[config.mk]
export PLATFORM = sky130hd
export DESIGN_NAME = read_pointer_control
export DESIGN_NICKNAME = d
export VERILOG_FILES = /design/src/rtl/read_pointer_control.sv
export SDC_FILE = /design/constraint.sdc
export NUM_CORES = 1
export LEC_CHECK = 0
export ABC_AREA = 0
export BUFFER_PORTS_ARGS = -buffer_cell sky130_fd_sc_hd__buf_2
export CAP_MARGIN = 20
export CORE_UTILIZATION = 50
export CTS_CLUSTER_DIAMETER = 60
export DETAILED_ROUTE_END_ITERATION = 6
export PLACE_DENSITY = 0.78
export SLEW_MARGIN = 30
export SYNTH_ARGS = -nofsm -noshare
export SYNTH_HDL_FRONTEND = slang
export SYNTH_SLANG_ARGS = --single-unit
[constraint.sdc]
create_clock -name read_clk -period 4.42 [get_ports read_clk]
set_input_delay 0.442 -clock read_clk [delete_from_list [all_inputs] [get_ports read_clk]]
set_output_delay 0.442 -clock read_clk [all_outputs]
set_load 0.05 [all_outputs]
[src/rtl/read_pointer_control.sv]
// Read-side pointer controller of the receive elastic buffer: synchronises the
// write Gray pointer, tracks fill level, advances the read address and compensates drift.
module read_pointer_control #(
  parameter int DATA_WIDTH     = 10,
  parameter int BUFFER_DEPTH   = 16,
  parameter int LOW_THRESHOLD  = 4,
  parameter int HIGH_THRESHOLD = 12
) (
  input  logic                             read_clk,
  input  logic                             rst,
  input  logic [DATA_WIDTH-1:0]            mem_data,
  input  logic [$clog2(BUFFER_DEPTH):0]    gray_write_pointer,
  output logic [$clog2(BUFFER_DEPTH):0]    read_address,
  output logic [$clog2(BUFFER_DEPTH):0]    gray_read_pointer,
  output logic [DATA_WIDTH-1:0]            data_out,
  output logic                             data_valid,
  output logic                             Skp_Inserted,
  output logic                             delete_req,
  output logic                             underflow
);

  localparam int ADDR = $clog2(BUFFER_DEPTH);
  localparam int PW   = ADDR + 1;

  localparam logic [PW-1:0]         LOW_TH  = PW'(LOW_THRESHOLD);
  localparam logic [PW-1:0]         HIGH_TH = PW'(HIGH_THRESHOLD);
  localparam logic [DATA_WIDTH-1:0] SKP_POS = DATA_WIDTH'(10'b0011111001);
  localparam logic [DATA_WIDTH-1:0] SKP_NEG = DATA_WIDTH'(10'b1100000110);

  function automatic logic [PW-1:0] gray_to_bin(input logic [PW-1:0] g);
    logic [PW-1:0] b;
    b = '0;
    for (int i = 0; i < PW; i++) begin
      b[i] = ^(g >> i);
    end
    return b;
  endfunction

  function automatic logic [PW-1:0] bin_to_gray(input logic [PW-1:0] b);
    return b ^ (b >> 1);
  endfunction

  logic [PW-1:0]         wr_gray_meta_q;
  logic [PW-1:0]         wr_gray_sync_q;
  logic [PW-1:0]         read_address_q;
  logic [PW-1:0]         read_address_d;
  logic [DATA_WIDTH-1:0] data_out_q;
  logic [DATA_WIDTH-1:0] data_out_d;
  logic                  data_valid_q;
  logic                  data_valid_d;
  logic                  skp_inserted_q;
  logic                  skp_inserted_d;
  logic                  delete_req_q;
  logic                  delete_req_d;
  logic                  underflow_q;
  logic                  underflow_d;

  logic [PW-1:0] wr_gray_s;
  logic [PW-1:0] wr_bin_s;
  logic [PW-1:0] rd_gray_s;
  logic [PW-1:0] fill_s;
  logic          empty_s;
  logic          is_skp_s;

  // Two-flop synchroniser for the write-domain Gray pointer.
  always_ff @(posedge read_clk or posedge rst) begin
    if (rst) begin
      wr_gray_meta_q <= '0;
      wr_gray_sync_q <= '0;
    end else begin
      wr_gray_meta_q <= gray_write_pointer;
      wr_gray_sync_q <= wr_gray_meta_q;
    end
  end

  assign wr_gray_s = wr_gray_sync_q;
  assign wr_bin_s  = gray_to_bin(wr_gray_s);
  assign rd_gray_s = bin_to_gray(read_address_q);
  // Modulo-2^(ADDR+1) subtraction keeps fill correct across the wrap bit.
  assign fill_s    = wr_bin_s - read_address_q;
  assign empty_s   = (wr_gray_s == rd_gray_s);
  assign is_skp_s  = (mem_data == SKP_POS) || (mem_data == SKP_NEG);

  // Per-cycle read decision: empty, then SKP insertion, then normal advance.
  always_comb begin
    read_address_d = read_address_q;
    data_out_d     = data_out_q;
    data_valid_d   = 1'b0;
    skp_inserted_d = 1'b0;
    underflow_d    = 1'b0;
    delete_req_d   = (fill_s > HIGH_TH);
    if (empty_s) begin
      underflow_d = 1'b1;
    end else if (is_skp_s && (fill_s < LOW_TH) && !skp_inserted_q) begin
      data_out_d     = mem_data;
      data_valid_d   = 1'b1;
      skp_inserted_d = 1'b1;
    end else begin
      read_address_d = read_address_q + PW'(1);
      data_out_d     = mem_data;
      data_valid_d   = 1'b1;
    end
  end

  // Read pointer and registered output state.
  always_ff @(posedge read_clk or posedge rst) begin
    if (rst) begin
      read_address_q <= '0;
      data_out_q     <= '0;
      data_valid_q   <= 1'b0;
      skp_inserted_q <= 1'b0;
      delete_req_q   <= 1'b0;
      underflow_q    <= 1'b0;
    end else begin
      read_address_q <= read_address_d;
      data_out_q     <= data_out_d;
      data_valid_q   <= data_valid_d;
      skp_inserted_q <= skp_inserted_d;
      delete_req_q   <= delete_req_d;
      underflow_q    <= underflow_d;
    end
  end

  assign read_address      = read_address_q;
  assign gray_read_pointer = rd_gray_s;
  assign data_out          = data_out_q;
  assign data_valid        = data_valid_q;
  assign Skp_Inserted      = skp_inserted_q;
  assign delete_req        = delete_req_q;
  assign underflow         = underflow_q;

endmodule

==> metrics.txt, run 1 <==
Post-Synthesis Net Count=129; Initial Util=54.5%; RSZ-0062 raised after global routing=false; synth unique cells=29; router iterations before antenna repair=4; Via-to-Cell Ratio=5.14; Ant. Diodes=0; Clock Sinks=29; CP dominant cell by count=xor2_1; Die H=54.9 microns; busiest grt layer=met2; post-synthesis mux area share=8.85%; ANT nets after route=0; Die Area=3020 sq um; setup repair bufs after CTS=0; met3 Use GR=6.56%; Worst-path clk slew=80 ps; storage element area=726 sq um; outcome=finished, final reports clean; CTS max path bufs=2; leading post-synthesis cells by cell area=dfrtp_1, mux2_1, ha_1; Fin Setup TNS=0 ps; fin crit share=74.4%; met2 Resource Use GR=32.3%; most frequent cells in the layout=buf_2, dfrtp_1, mux2_1; multi-input logic area=621 sq um; CTS buffer count=5; CP max stage delay=420 ps; Post-CTS Hold Buffers=0; endpoints failing setup=0; Placer Congestion=0.879; worst min path class=input pin to async pin; Final nets=174; Fillers=215; FF+latch count, synth=29; R2R depth=11; core area=2570 sq um; vias in the first global route=898; initial antenna violation count=0; post-CTS sizing=0; worst path bufs/invs=0; met1 global-route usage=21.7%; critical-path cell list=xor2_1, xnor2_1, xor2_1, xor2_1, ha_1, fa_1, or2b_1, a21oi_1, xnor2_1, o31ai_4, mux2_1; share of the synthesized area in the top cell type=51.8%; leading area contributor after synthesis=dfrtp_1; die width=54.9 microns; H-tree depth=2; maximum clock frequency=304 MHz; number of cell rows=18; first-pass GRT wire length=3860 microns; netlist area before placement=1400 sq um; Critical Path Source Type=flip-flop; register area share after synthesis=51.8%; area grow syn2layout=18.9%; min Tclk post-route=3290 ps; Final Hold Viols=0; Skew-Pair Late Insertion Delay=320 ps; hpwl dp=1940 microns; clock skew=6.64 ps; relative slew slack=51.4%; CTS tree=yes; critical path fanouts, max=6; commonest non-fill, non-tap cell in the layout=buf_2; syn avg cell area=13.5 sq um; Compound-Gate Fraction of Synth Area=5.63%; warnings from Yosys=0; grt total ovfl=0; Worst-Margin Slew=727 ps; critical path depth in cells=11; gr usage total=19.3%; # DRC=0; Synth Area in Simple Gates=11.0%; CP endpoint kind=flip-flop; share of cells above drive strength 1=36.2%; largest net degree at the start of global routing=30; Crit path max-delay family=XOR/XNOR gates; Port Buffers=40; crit path max-delay cell type=dfrtp_1; final wirelength=2480 microns; WL/cell=13.8 microns; crit path DAT=3500 ps; Adder-Cell Fraction of Synth Area=7.69%; largest family of logic cells by synthesized area=XOR/XNOR gates; Via Count=920; Starting DRT DRC Count=3; max-slew violations=0; clock root buffer=clkbuf_4; max-cap viol count=0; Synth Instances=104; CP required=4630 ps; CP Class=flip-flop to flip-flop; # IOs=41; post-synthesis xor/xnor area fraction=11.2%
layout make-up:
type,count,share of cell area [%]
clock buffer,7,3.31
timing repair buffer,40,12.0
inverter,7,1.58
tap,30,2.25
sequential,29,43.6
multi-input combinational,66,37.3
cells by family (layout without fill, tap and decap cells):
kind of cell,Yosys count,after routing
flops,29,29
simple gates,20,20
xor+xnor,17,17
mux,11,11
compound gates,10,10
buf+inv,9,54
fa+ha+maj,8,8
synthesized netlist by cell type, drive strengths merged:
library cell  instances
nor2                  4
dfrtp                29
nand2b                1
nand4bb               1
nand3b                1
nor4                  4
nand2                 5
o21ai                 1
nor4bb                1
a31o                  1
o31ai                 3
a21oi                 4
or2b                  1
nand4                 1
xnor2                 8
ha                    7
inv                   7
mux2                 11
xor2                  9
o311ai                1
and4                  1
fa                    1
buf                   2
worst paths after layout:
kind	from	endpoint	slack, ps
max in group asynchronous	rst	data_out[6]	3880
setup reg to reg	wr_gray_s[4]	read_address[1]	1130
hold / removal	rst	wr_gray_meta_q[4]	170
hold reg to reg	wr_gray_meta_q[0]	wr_gray_s[0]	350
setup / recovery	wr_gray_s[4]	read_address[1]	1130
min in group read_clk	gray_write_pointer[4]	wr_gray_meta_q[4]	220
layer usage:
metal  vias up  share of wire, %  wire, microns
li1        449                 -              -
met1       439                42           1040
met2        24                51           1260
met3         8               4.3            107
met4         0               3.0             74
met5         -                 0              0
state kept, by name, summed over array words and instances (netlist names):
name	flops
wr_gray_s	5
underflow	1
delete_req	1
read_address	5
Skp_Inserted	1
data_valid	1
wr_gray_meta_q	5
data_out	10
through the flow:
| step | utilization, % | setup slack [ps] | instances | hold WS (ps) | cell area (sq um) |
|---|---|---|---|---|---|
| floorplan | - | 1360 | 104 | 331 | 1400 |
| global placement | 62.7 | 1270 | 172 | 333 | 1610 |
| detailed placement | 62.7 | 1130 | 172 | 335 | 1610 |
| CTS | 64.9 | 1110 | 179 | 168 | 1670 |
| global route | 64.9 | 840 | 179 | 193 | 1670 |
| finish | 64.9 | 1130 | 179 | 166 | 1670 |
Power of run 1 is left out: the tool's default activity adds up to more than one toggle a clock period on the data nets, which glitch-free logic cannot reach.
==> run 2: changes to the inputs <==
--- a/config.mk
+++ b/config.mk
@@ -8,10 +8,10 @@
 export ABC_AREA = 0
 export BUFFER_PORTS_ARGS = -buffer_cell sky130_fd_sc_hd__buf_2
 export CAP_MARGIN = 20
-export CORE_UTILIZATION = 50
+export CORE_UTILIZATION = 45
 export CTS_CLUSTER_DIAMETER = 60
 export DETAILED_ROUTE_END_ITERATION = 6
-export PLACE_DENSITY = 0.78
+export PLACE_DENSITY = 0.74
 export SLEW_MARGIN = 30
 export SYNTH_ARGS = -nofsm -noshare
 export SYNTH_HDL_FRONTEND = slang
==> constraint.sdc (replaced) <==
create_clock -name read_clk -period 2.9 [get_ports read_clk]
set_input_delay 0.29 -clock read_clk [delete_from_list [all_inputs] [get_ports read_clk]]
set_output_delay 0.29 -clock read_clk [all_outputs]
set_load 0.05 [all_outputs]
==> metrics.txt, run 2 (synthesis results as in run 1) <==
outcome=complete, but fails checks; failing checks=design-rule violations, negative setup slack; share of cells above drive strength 1=45.6%; Die H=57.8 microns; R2R setup slack=-30 ps; CTS buffer count=5; maximum clock frequency=341 MHz; storage element area=726 sq um; router iterations before antenna repair=6; core area=2850 sq um; # DRC=2; Final Hold Viols=0; CP Class=flip-flop to flip-flop; area grow syn2layout=26.6%; final core utilization=62.1%; Via-to-Cell Ratio=5.06; WL/cell=13.6 microns; first-pass GRT wire length=4460 microns; Port Buffers=40; Initial Util=49.1%; RSZ-0062 raised after global routing=true; vias in the first global route=1035; clock skew=6.98 ps; most frequent cells in the layout=buf_2, dfrtp_1, mux2_1; Fillers=239; Ant. Diodes=0; grt total ovfl=0; crit path from=wr_gray_s[4]; Final nets=182; CTS max path bufs=2; Worst-path clk slew=90 ps; largest net degree at the start of global routing=30; number of cell rows=19; relative slew slack=62.0%; worst min path class=input pin to async pin; final wirelength=2570 microns; hpwl dp=2030 microns; CP required=3110 ps; worst r2r src=wr_gray_s[4]; worst setup margin=-31.7 ps; Skew-Pair Late Insertion Delay=320 ps; Placer Congestion=0.839; die width=57.8 microns; # IOs=41; critical path fanouts, max=5; fin crit share=101%; commonest non-fill, non-tap cell in the layout=buf_2; Post-CTS Hold Buffers=0; Worst-Margin Slew=568 ps; max FFs per register=10; max-cap viol count=0; CP endpoint kind=flip-flop; gr usage total=18.3%; multi-input logic area=671 sq um; H-tree depth=2; Starting DRT DRC Count=12; Die Area=3340 sq um; crit path DAT=3140 ps; max-slew violations=0; min Tclk post-route=2930 ps; endpoints failing setup=1; ANT nets after route=0; CTS tree=yes; Critical Path Source Type=flip-flop; clock root buffer=clkbuf_4; initial antenna violation count=0; Clock Sinks=29; Via Count=957
==> run 2: changes by cell type in the layout (fill, tap and decap cells not counted), sizes merged <==
cell | previous run | this run
clkinv | 0 | 2
clkbuf | 7 | 6
buf | 40 | 48
==> run 2: path summary, 6_finish.rpt <==
kind                            cells past startpoint                end
max in group asynchronous                           2          underflow
min in group read_clk                               1  wr_gray_meta_q[1]
worst max register to register                     11    read_address[1]
worst min-delay path                                2  wr_gray_meta_q[4]
worst min register to register                      0       wr_gray_s[1]
worst max-delay path                               11    read_address[1]
==> run 2: layout make-up <==
type	instances	share of cell area [%]
multi-input cells	66	37.8
repair buffers	48	14.7
inverters	7	1.48
clock buffers	6	2.33
clock inverters	2	0.565
flip-flops and latches	29	40.9
well taps	31	2.19
==> run 2: metal layers <==
layer  GRT usage, %  up-vias  wire [microns]
met5              0        -               0
met4           8.16        0              50
met3           5.36        6             114
met2           32.9       24            1330
met1           19.9      466            1080
li1               -      461               -
==> run 2: critical path, stage by stage, from the launching register on <==
cell and delay (ps):
dfrtp_1 420, xor2_2 200, xnor2_2 180, xor2_1 250, xor2_1 110, ha_2 200
fa_2 360, or2b_1 240, a21oi_2 170, xnor2_2 140, o31ai_4 230, mux2_4 320
==> run 2: per-stage QoR <==
stage	area (sq um)	TNS [ps]	hold slack, ps	cells	worst slack [ps]
after floorplan	1420	-49.5	321	104	-49.5
after global placement	1660	0	333	177	55.4
after detailed placement	1660	-167	335	177	-96.7
after CTS	1760	0	25.2	189	0.213
after global routing	1770	-602	44.5	189	-161
final	1770	-31.7	12.9	189	-31.7
==> run 2: repair_timing <==
| item | CTS | global route |
|---|---|---|
| buffers inserted | 4 | 0 |
| endpoints found under the setup margin | 4 | 6 |
| pin swaps | 5 | 2 |
| resized for setup | 2 | 2 |
Power of run 2 is left out for the same reason.
==> run 3: changes to the inputs <==
--- a/config.mk
+++ b/config.mk
@@ -8,10 +8,12 @@
 export ABC_AREA = 0
 export BUFFER_PORTS_ARGS = -buffer_cell sky130_fd_sc_hd__buf_2
 export CAP_MARGIN = 20
-export CORE_UTILIZATION = 45
+export CELL_PAD_IN_SITES_DETAIL_PLACEMENT = 0
+export CELL_PAD_IN_SITES_GLOBAL_PLACEMENT = 1
+export CORE_UTILIZATION = 36
 export CTS_CLUSTER_DIAMETER = 60
 export DETAILED_ROUTE_END_ITERATION = 6
-export PLACE_DENSITY = 0.74
+export PLACE_DENSITY_LB_ADDON = 0.1
 export SLEW_MARGIN = 30
 export SYNTH_ARGS = -nofsm -noshare
 export SYNTH_HDL_FRONTEND = slang
==> metrics.txt, run 3 (synthesis results as in run 1) <==
RSZ-0062 raised after global routing=true; worst reg2reg endpoint=read_address[1]; grt total ovfl=0; vias in the first global route=1076; CTS tree=yes; fin crit share=101%; max FFs per register=10; crit path max-delay cell type=dfrtp_1; area grow syn2layout=39.4%; worst r2r src=wr_gray_s[4]; critical-path cell list=xor2_2, xnor2_2, xor2_1, xor2_1, ha_2, fa_2, or2b_1, a21oi_2, xnor2_2, o31ai_4, mux2_4; number of cell rows=22; CP Class=flip-flop to flip-flop; largest net degree at the start of global routing=30; Critical Path Source Type=flip-flop; Worst-Margin Slew=599 ps; Fillers=346; share of cells above drive strength 1=50.6%; Starting DRT DRC Count=32; Initial Util=38.0%; R2R setup slack=-40 ps; clock root buffer=clkbuf_8; max-cap viol count=0; Via-to-Cell Ratio=4.70; CTS max path bufs=2; Via Count=1006; Ant. Diodes=0; Port Buffers=40; outcome=complete, but fails checks; Worst-path clk slew=60 ps; CTS buffer count=5; H-tree depth=2; maximum clock frequency=340 MHz; placed cell area=1700 sq um; R2R depth=11; relative slew slack=60.0%; # DRC=0; CP max stage delay=410 ps; Placer Congestion=0.781; min Tclk post-route=2940 ps; Final nets=191; final wirelength=3030 microns; worst setup margin=-41.4 ps; # IOs=41; hpwl dp=2170 microns; failing checks=negative setup slack; crit path from=wr_gray_s[4]; gr usage total=16.7%; core area=3690 sq um; ANT nets after route=0; CP endpoint kind=flip-flop; most frequent cells in the layout=buf_2, dfrtp_1, buf_4; Final Hold Viols=0; commonest non-fill, non-tap cell in the layout=buf_2; Skew-Pair Late Insertion Delay=270 ps; worst min path class=input pin to async pin; Die H=64.4 microns; CP required=3060 ps; router iterations before antenna repair=2; endpoints failing setup=2; initial antenna violation count=0; crit path DAT=3100 ps; Die Area=4140 sq um; final core utilization=52.9%; first-pass GRT wire length=5020 microns; max-slew violations=0; Finished Cell Area=1950 sq um; critical path fanouts, max=3; clock skew=4.10 ps; die width=64.4 microns; Fin Setup TNS=-69.8 ps; WL/cell=14.1 microns; Clock Sinks=29
[run 3: layout make-up]
type	count	area (sq um)	share of cell area [%]
flip-flops and latches	29	726	37.2
multi-input cells	66	722	37.0
repair buffers	57	332	17.0
clock buffers	7	86.3	4.42
well taps	48	60.1	3.08
inverters	7	26.3	1.35
[run 3: critical path, delay by kind of cell, from the launching register on]
family                     cells  cell delay [ps]
xor gates and xnor gates       5              870
DFF                            1              410
adders and majority gates      2              570
AOI/OAI and AO/OA              2              410
muxes                          1              320
and+or+nand+nor                1              240
[run 3: worst max-delay path by stage]
stage / endpoint / cells after the start
global placement: read_address[1] / 11
finish: read_address[1] / 11
CTS: read_address[1] / 11
detailed placement: read_address[1] / 11
global route: read_address[1] / 11
floorplan: read_address[1] / 11
[run 3: timing repair]
action,in CTS,in global routing
pin swaps,8,13
setup buffers,7,5
gates resized for setup,3,9
setup endpoints to repair,2,7
hold buffers,0,0
[run 3: layer usage]
| metal | track usage, % | vias to the layer above | routed length (microns) |
|---|---|---|---|
| li1 | - | 477 | - |
| met1 | 18.8 | 493 | 1250 |
| met2 | 28.6 | 28 | 1580 |
| met3 | 5.36 | 8 | 142 |
| met4 | 7.50 | 0 | 59 |
| met5 | 0 | - | 0 |
[run 3: stage by stage]
step / hold slack [ps] / cells / setup slack (ps)
after global placement: 334 / 196 / -0.242
after CTS: 108 / 209 / -5.14
after floorplan: 321 / 104 / -49.5
final: 79.2 / 214 / -41.4
after global routing: 108 / 214 / -132
after detailed placement: 336 / 196 / -68.7
Power of run 3 is left out for the same reason.
